**config.mk**
```make
export PLATFORM = sky130hd
export DESIGN_NAME = button_encoder_flat
export DESIGN_NICKNAME = d
export VERILOG_FILES = /design/src/rtl/button_encoder_if.sv /design/src/rtl/button_encoder.sv /design/src/flat_wrapper.sv
export SDC_FILE = /design/constraint.sdc
export NUM_CORES = 1
export LEC_CHECK = 0
export BUFFER_PORTS_ARGS = -buffer_cell sky130_fd_sc_hd__buf_2
export CAP_MARGIN = 10
export CELL_PAD_IN_SITES_DETAIL_PLACEMENT = 2
export CELL_PAD_IN_SITES_GLOBAL_PLACEMENT = 2
export CORE_UTILIZATION = 37
export CTS_BUF_LIST = sky130_fd_sc_hd__clkbuf_2
export CTS_CLUSTER_SIZE = 14
export DETAILED_ROUTE_END_ITERATION = 7
export GPL_ROUTABILITY_DRIVEN = 0
export HOLD_SLACK_MARGIN = 0.03
export PLACE_DENSITY = 0.83
export SYNTH_ARGS = -nofsm -noshare
export SYNTH_HDL_FRONTEND = slang
export SYNTH_SLANG_ARGS = --single-unit
```
**constraint.sdc**
```tcl
create_clock -name clk -period 3.2 [get_ports clk]
set_input_delay 0.16 -clock clk [delete_from_list [all_inputs] [get_ports clk]]
set_output_delay 0.16 -clock clk [all_outputs]
set_load 0.01 [all_outputs]
```
**src/rtl/button_encoder_if.sv**
```systemverilog
// Press-event handshake between the button encoder and its consumer.
// The encoder drives code/valid; the consumer drives ready.
interface button_encoder_if;
    logic [2:0] code;
    logic       valid;
    logic       ready;

    modport master (
        output code,
        output valid,
        input  ready
    );

    modport slave (
        input  code,
        input  valid,
        output ready
    );
endinterface

```
**src/rtl/button_encoder.sv**
```systemverilog
// Eight active-low buttons: synchronise, debounce, detect presses, queue them in a pending mask
// and hand them out one at a time, lowest index first, as a 3-bit code over valid/ready.
module button_encoder #(
    parameter int unsigned DEBOUNCE = 4
) (
    input  logic             clk,
    input  logic             rst,
    input  logic [7:0]       btn_n,
    button_encoder_if.master evt,
    output logic [7:0]       level,
    output logic             overflow
);

    localparam int unsigned     CntW   = (DEBOUNCE > 1) ? $clog2(DEBOUNCE) : 1;
    localparam logic [CntW-1:0] CntMax = CntW'(DEBOUNCE - 1);

    // Two-flop synchroniser, resets to released.
    logic [7:0] s1_q, s1_d;
    logic [7:0] s2_q, s2_d;

    // Per-line debounce counters and debounced level.
    logic [7:0][CntW-1:0] cnt_q, cnt_d;
    logic [7:0]           db_q, db_d;
    logic [7:0]           flip;
    logic [7:0]           press;

    // Pending mask and output slot.
    logic [7:0] pend_q, pend_d;
    logic [7:0] load_mask;
    logic [2:0] low_idx;
    logic       slot_free;
    logic       load;
    logic [2:0] code_q, code_d;
    logic       valid_q, valid_d;
    logic       overflow_q, overflow_d;

    always_comb begin
        s1_d = btn_n;
        s2_d = s1_q;
    end

    // Any cycle that agrees with the debounced level restarts the count.
    always_comb begin
        cnt_d = cnt_q;
        db_d  = db_q;
        flip  = '0;
        for (int i = 0; i < 8; i++) begin
            if (~s2_q[i] == db_q[i]) begin
                cnt_d[i] = '0;
            end else if (cnt_q[i] == CntMax) begin
                db_d[i]  = ~db_q[i];
                cnt_d[i] = '0;
                flip[i]  = 1'b1;
            end else begin
                cnt_d[i] = cnt_q[i] + CntW'(1);
            end
        end
    end

    // Only rising debounced edges are events; releases are silent.
    always_comb begin
        press = flip & ~db_q;
    end

    always_comb begin
        low_idx = 3'd0;
        for (int i = 7; i >= 0; i--) begin
            if (pend_q[i]) begin
                low_idx = 3'(i);
            end
        end
    end

    always_comb begin
        slot_free = !valid_q || evt.ready;
        load      = slot_free && (pend_q != 8'd0);
        load_mask = load ? (8'd1 << low_idx) : 8'd0;
    end

    // A press on a bit being loaded this edge re-sets it rather than overflowing.
    always_comb begin
        pend_d     = (pend_q & ~load_mask) | press;
        overflow_d = overflow_q | (|(press & pend_q & ~load_mask));
    end

    always_comb begin
        code_d  = code_q;
        valid_d = valid_q;
        if (slot_free) begin
            valid_d = load;
            if (load) begin
                code_d = low_idx;
            end
        end
    end

    always_ff @(posedge clk or negedge rst) begin
        if (!rst) begin
            s1_q <= 8'hff;
            s2_q <= 8'hff;
        end else begin
            s1_q <= s1_d;
            s2_q <= s2_d;
        end
    end

    always_ff @(posedge clk or negedge rst) begin
        if (!rst) begin
            cnt_q <= '0;
            db_q  <= '0;
        end else begin
            cnt_q <= cnt_d;
            db_q  <= db_d;
        end
    end

    always_ff @(posedge clk or negedge rst) begin
        if (!rst) begin
            pend_q     <= '0;
            code_q     <= '0;
            valid_q    <= 1'b0;
            overflow_q <= 1'b0;
        end else begin
            pend_q     <= pend_d;
            code_q     <= code_d;
            valid_q    <= valid_d;
            overflow_q <= overflow_d;
        end
    end

    always_comb begin
        evt.code  = code_q;
        evt.valid = valid_q;
        level     = db_q;
        overflow  = overflow_q;
    end

endmodule

```
**src/flat_wrapper.sv**
```systemverilog
// flat-port wrapper written by rule: the top's interface ports become plain ports
module button_encoder_flat 
#(
    parameter int unsigned DEBOUNCE = 4
)
  (clk, rst, btn_n, level, overflow, evt_code, evt_valid, evt_ready);
  button_encoder_if evt_i ();
  input  logic clk;
  input  logic rst;
  input  logic [7:0] btn_n;
  output logic [7:0] level;
  output logic overflow;
  output wire logic [$bits(evt_i.code)-1:0] evt_code;
  output wire logic [$bits(evt_i.valid)-1:0] evt_valid;
  input wire logic [$bits(evt_i.ready)-1:0] evt_ready;
  assign evt_code = evt_i.code;
  assign evt_valid = evt_i.valid;
  assign evt_i.ready = evt_ready;
  button_encoder #(.DEBOUNCE(DEBOUNCE)) u_core (.clk(clk), .rst(rst), .btn_n(btn_n), .evt(evt_i), .level(level), .overflow(overflow));
endmodule
```
# Yosys cells after proc, flatten, opt, wreduce, memory -nomap -nowiden
# Index checks and enable logic that the tools add are counted.
# totals
reg_bits	53
output_inout_bits	13
# op_classes
add_sub_neg	8
eq_ne	16
shifts	1
muxes	41
n_bitwise	32
n_reduce_logical	14
# op_table
cell	n
AND 8 bit	4
2-to-1 mux 2 bit	16
2-to-1 mux 3 bit	8
inverter 1 bit	24
AND reduction 2 bit	9
adder 2 x 1 -> 2 bit (second input constant)	8
equality test 2 bit (second input constant)	8
2-to-1 mux 1 bit	16
inverter 8 bit	2
equality test 1 bit	8
2-to-1 mux 8 bit	1
OR 8 bit	1
nonzero test 8 bit	1
OR reduction 8 bit	1
<< shifter 1 x 3 -> 8 bit (first input constant)	1
logical AND 1 bit	1
logical NOT 1 bit	1
logical OR 1 bit	1
OR 1 bit	1

# Longest topological paths before layout
# depth
word_depth	14
depth_mapped	6
depth_no_buf	5

# Worst setup path before layout
# OpenSTA, ideal clock, no wires.
# synth_timing
kind	reg2reg
start	register u_core.pend_q[3]
end	register u_core.overflow_q (netlist: u_core.overflow)
setup_ns	0.139
arrival_time_ns	1.931
required_ns	3.061
path_slack_ns	1.130
path_stages_with_launch	6
path_buffers	1
cell_sequence	dfrtp_1 or4_1 buf_2 o41ai_2 nor2_1 or4_1
# synth_between
elab_chain_cells	10
word_cells_on_any_way	13
# synth_lines
item	line_no	source
from (decl)	button_encoder.sv:28	logic [7:0] pend_q, pend_d;
from (signal assigned)	button_encoder.sv:124	pend_q <= pend_d;
2-to-1 mux 3 bit (4 in series)	button_encoder.sv:68	if (pend_q[i]) begin
<< shifter 1 x 3 -> 8 bit	button_encoder.sv:77	load_mask = load ? (8'd1 << low_idx) : 8'd0;
2-to-1 mux 8 bit	button_encoder.sv:77	
inverter 8 bit	button_encoder.sv:83	overflow_d = overflow_q | (|(press & pend_q & ~load_mask));
AND 8 bit *	button_encoder.sv:83	
OR reduction 8 bit *	button_encoder.sv:83	
OR 1 bit *	button_encoder.sv:83	
via u_core.overflow_d	button_encoder.sv:35	logic overflow_q, overflow_d;
to (signal assigned)	button_encoder.sv:127	overflow_q <= overflow_d;
to (decl)	button_encoder.sv:35	
# Mark *: on every way through the listed nets, which the timed path passes. The rest lies on a longest branch.
# A chain may end at the register's enable or synchronous reset.

# Worst setup path after layout
# Same ends and word-level chain as after synthesis.

==> results.ini <==
[status]
outcome = finished, final reports clean

[die]
start_util_pct = 38.6
ios = 24
fp.dieW_um = 77.8
dieArea_um2 = 6050
row_count = 27
die_h_um = 77.8
coreArea_um2 = 5510

[setup_path]
required_ps = 3530
endpoint_kind = flop
crit_end = u_core.overflow
crit_path_top_delay_cell = or4_1
cp_max_fo = 7
worstReg2RegStart = u_core.pend_q[3]
path_cells = or4_1 > o311ai_1 > nand4_1 > or4_1
cp_common_cell = or4_1
cp-startpoint = u_core.pend_q[3]
r2r_end = u_core.overflow
startpoint_type = flop
rr_worst_depth = 4
slowest_delay_ps = 720
regToRegSetupSlack_ps = 830
arrival_ps = 2700
path_class = flop to flop

[sta]
layout_min_cycle_time_ps = 2370
setup_viol = 0
max_freq_mhz = 422
worst_pin_slew_ps = 1020
rsz0062_at_grt = false
slew_violations = 0
fin_crit_sh_pct = 74.0
slew_headroom_pct = 31.6
hold_viol = 0
fin_skew_ps = 16.3
hold_ws_ps = 197
tns_ps = 0

[logic_synthesis]
synth_top_area_cell = dfrtp_1
synth_top_area_share_pct = 43.6
yosys_register_bits = 53
syn-cell-area_um2 = 2120
syn-num-nets = 193
yosysSeqAreaShare_pct = 63.4
synth_area_leaders = dfrtp_1 (44%), dfstp_2 (20%), ha_1 (4.7%)
yosys.cell_count.top_type = dfrtp_1
synth_ff_type = dfrtp_1
synth.cells.most_frequent = dfrtp_1 (37), inv_1 (19), dfstp_2 (16), nor2_1 (16)
ys_types = 38
synth_edf_count = 0
synthArstFlopShare_pct = 100
yosysWarnings = 0
syn-instance-count = 174
syn_area_per_cell_um2 = 12.2

[placed_design]
dpl.hpwl_um = 3290
dp_cells = 267
placed_area_um2 = 2320
io_buffers = 23

[routing]
viasPerCell = 4.99
final_antenna_net_count = 0
routed_wl_um = 4470
first_pass_iters = 2
dr.first_iter.drc_count = 71
vias = 1417
drc_errors = 0
routedWlPerCell_um = 15.8

[grt]
track_usage_pct = 17.5
grt-ovfl-total = 0
grt_pass1_vias = 1593
grt_antenna_before_repair = 0
grt_pass1_wl_um = 7890
grt_max_degree = 39

[clock_network]
clockRootBuffer = clkbuf_2
worstSkewPairLatency_ps = 450
clock_sinks = 53
htreeDepth = 2
cts_tree = yes
cts_buffers = 5
clkSlewWorstSetupHoldPaths_ps = 250
cts_resized = 0
clock_path_buffers = 2
cts_setup_buffers = 0

[job]
maxCapViolations = 0

[min_path]
hold_depth = 4
hp-start = evt_ready
hp-class = input pin to flop

[finish]
diodes = 0
instances_no_fill = 284
nets = 230
drive_above_1_share_pct = 24.1
postLayoutCellArea_um2 = 2450
area_delta_synth_final_pct = 15.5

[pwr]
vdd_ir_drop_max_v = 0.000269
p_total_mw = 1.87
leakagePower_nw = 1.23
cellPowerDensity_nw_per_um2 = 761

-- metrics by stage --
stage	utilization [%]	setup WS (ps)
after floorplan	-	1130
after global placement	42.2	1010
after detailed placement	42.2	847
after CTS	44.6	832
after global routing	44.6	751
final	44.6	831
-- state kept, by name, indices dropped and copies added, names as in the netlist --
register          flops
u_core.cnt_q         16
u_core.level          8
u_core.pend_q         8
u_core.s1_q           8
u_core.s2_q           8
u_core.evt.code       3
u_core.evt.valid      1
u_core.overflow       1
-- critical path, delay by kind of cell (launching register included) --
kind               cells  cell delay, ps
AOI/OAI and AO/OA      1             360
and+or+nand+nor        3            1410
DFF                    1             500
-- power by group --
part	total [mW]	leakage (nW)	switching, mW	internal [mW]
combinational	0.602	0.548	0.345	0.256
sequential	1.00	0.646	0.147	0.857
clock	0.263	0.0332	0.199	0.0641
-- how the worst min path moves through the flow --
| stage | endpoint | slack (ps) |
|---|---|---|
| after floorplan | u_core.cnt_q[0] | -140 |
| after global placement | u_core.s1_q[6] | 260 |
| after detailed placement | u_core.s1_q[2] | 270 |
| after CTS | u_core.evt.code[2] | 170 |
| after global routing | u_core.pend_q[0] | 220 |
| final | u_core.evt.code[2] | 200 |
-- final cells by class --
cell class              instances  area, um^2
clock buffers                   8        40.0
fillers                       593        3050
inverters                      20        75.1
multi-input cells              98         691
flip-flops and latches         53        1350
well taps                      72        90.1
repair buffers                 33         213
-- layer usage --
layer,part of all wire [%],wire length (um),track usage (%)
met3,2.6,115,4.24
met2,52,2350,30.7
met4,1.4,63,5.66
met5,0,0,0
met1,44,1950,21.0
-- cells by family after synthesis --
logic type      after synthesis  synth area share [%]
xor+xnor                      8                  3.30
fa+ha+maj                     8                  4.71
compound gates               23                  7.30
mux                           9                  4.36
flops                        53                  63.4
buf+inv                      23                  4.12
simple gates                 50                  12.8
-- timing repair --
action / CTS / global route
endpoints found under the hold margin: 38 / 0
hold buffers: 9 / 0
endpoints found under the setup margin: 0 / 0
-- cells in the final DEF (no fill, tap or decap), drive strengths merged, types with 3 or more instances in the layout --
master        n
o311ai        4
clkbuf        8
xor2          8
o21ai         7
nor3          8
nor2         16
ha            8
buf          24
dlygate4sd3   9
dfstp        16
nand2b        3
mux2i         7
dfrtp        37
inv          20
or4           3
nand2         3
nor3b         5
a21oi         5
Note: power is estimated with default switching activity, not from simulation.
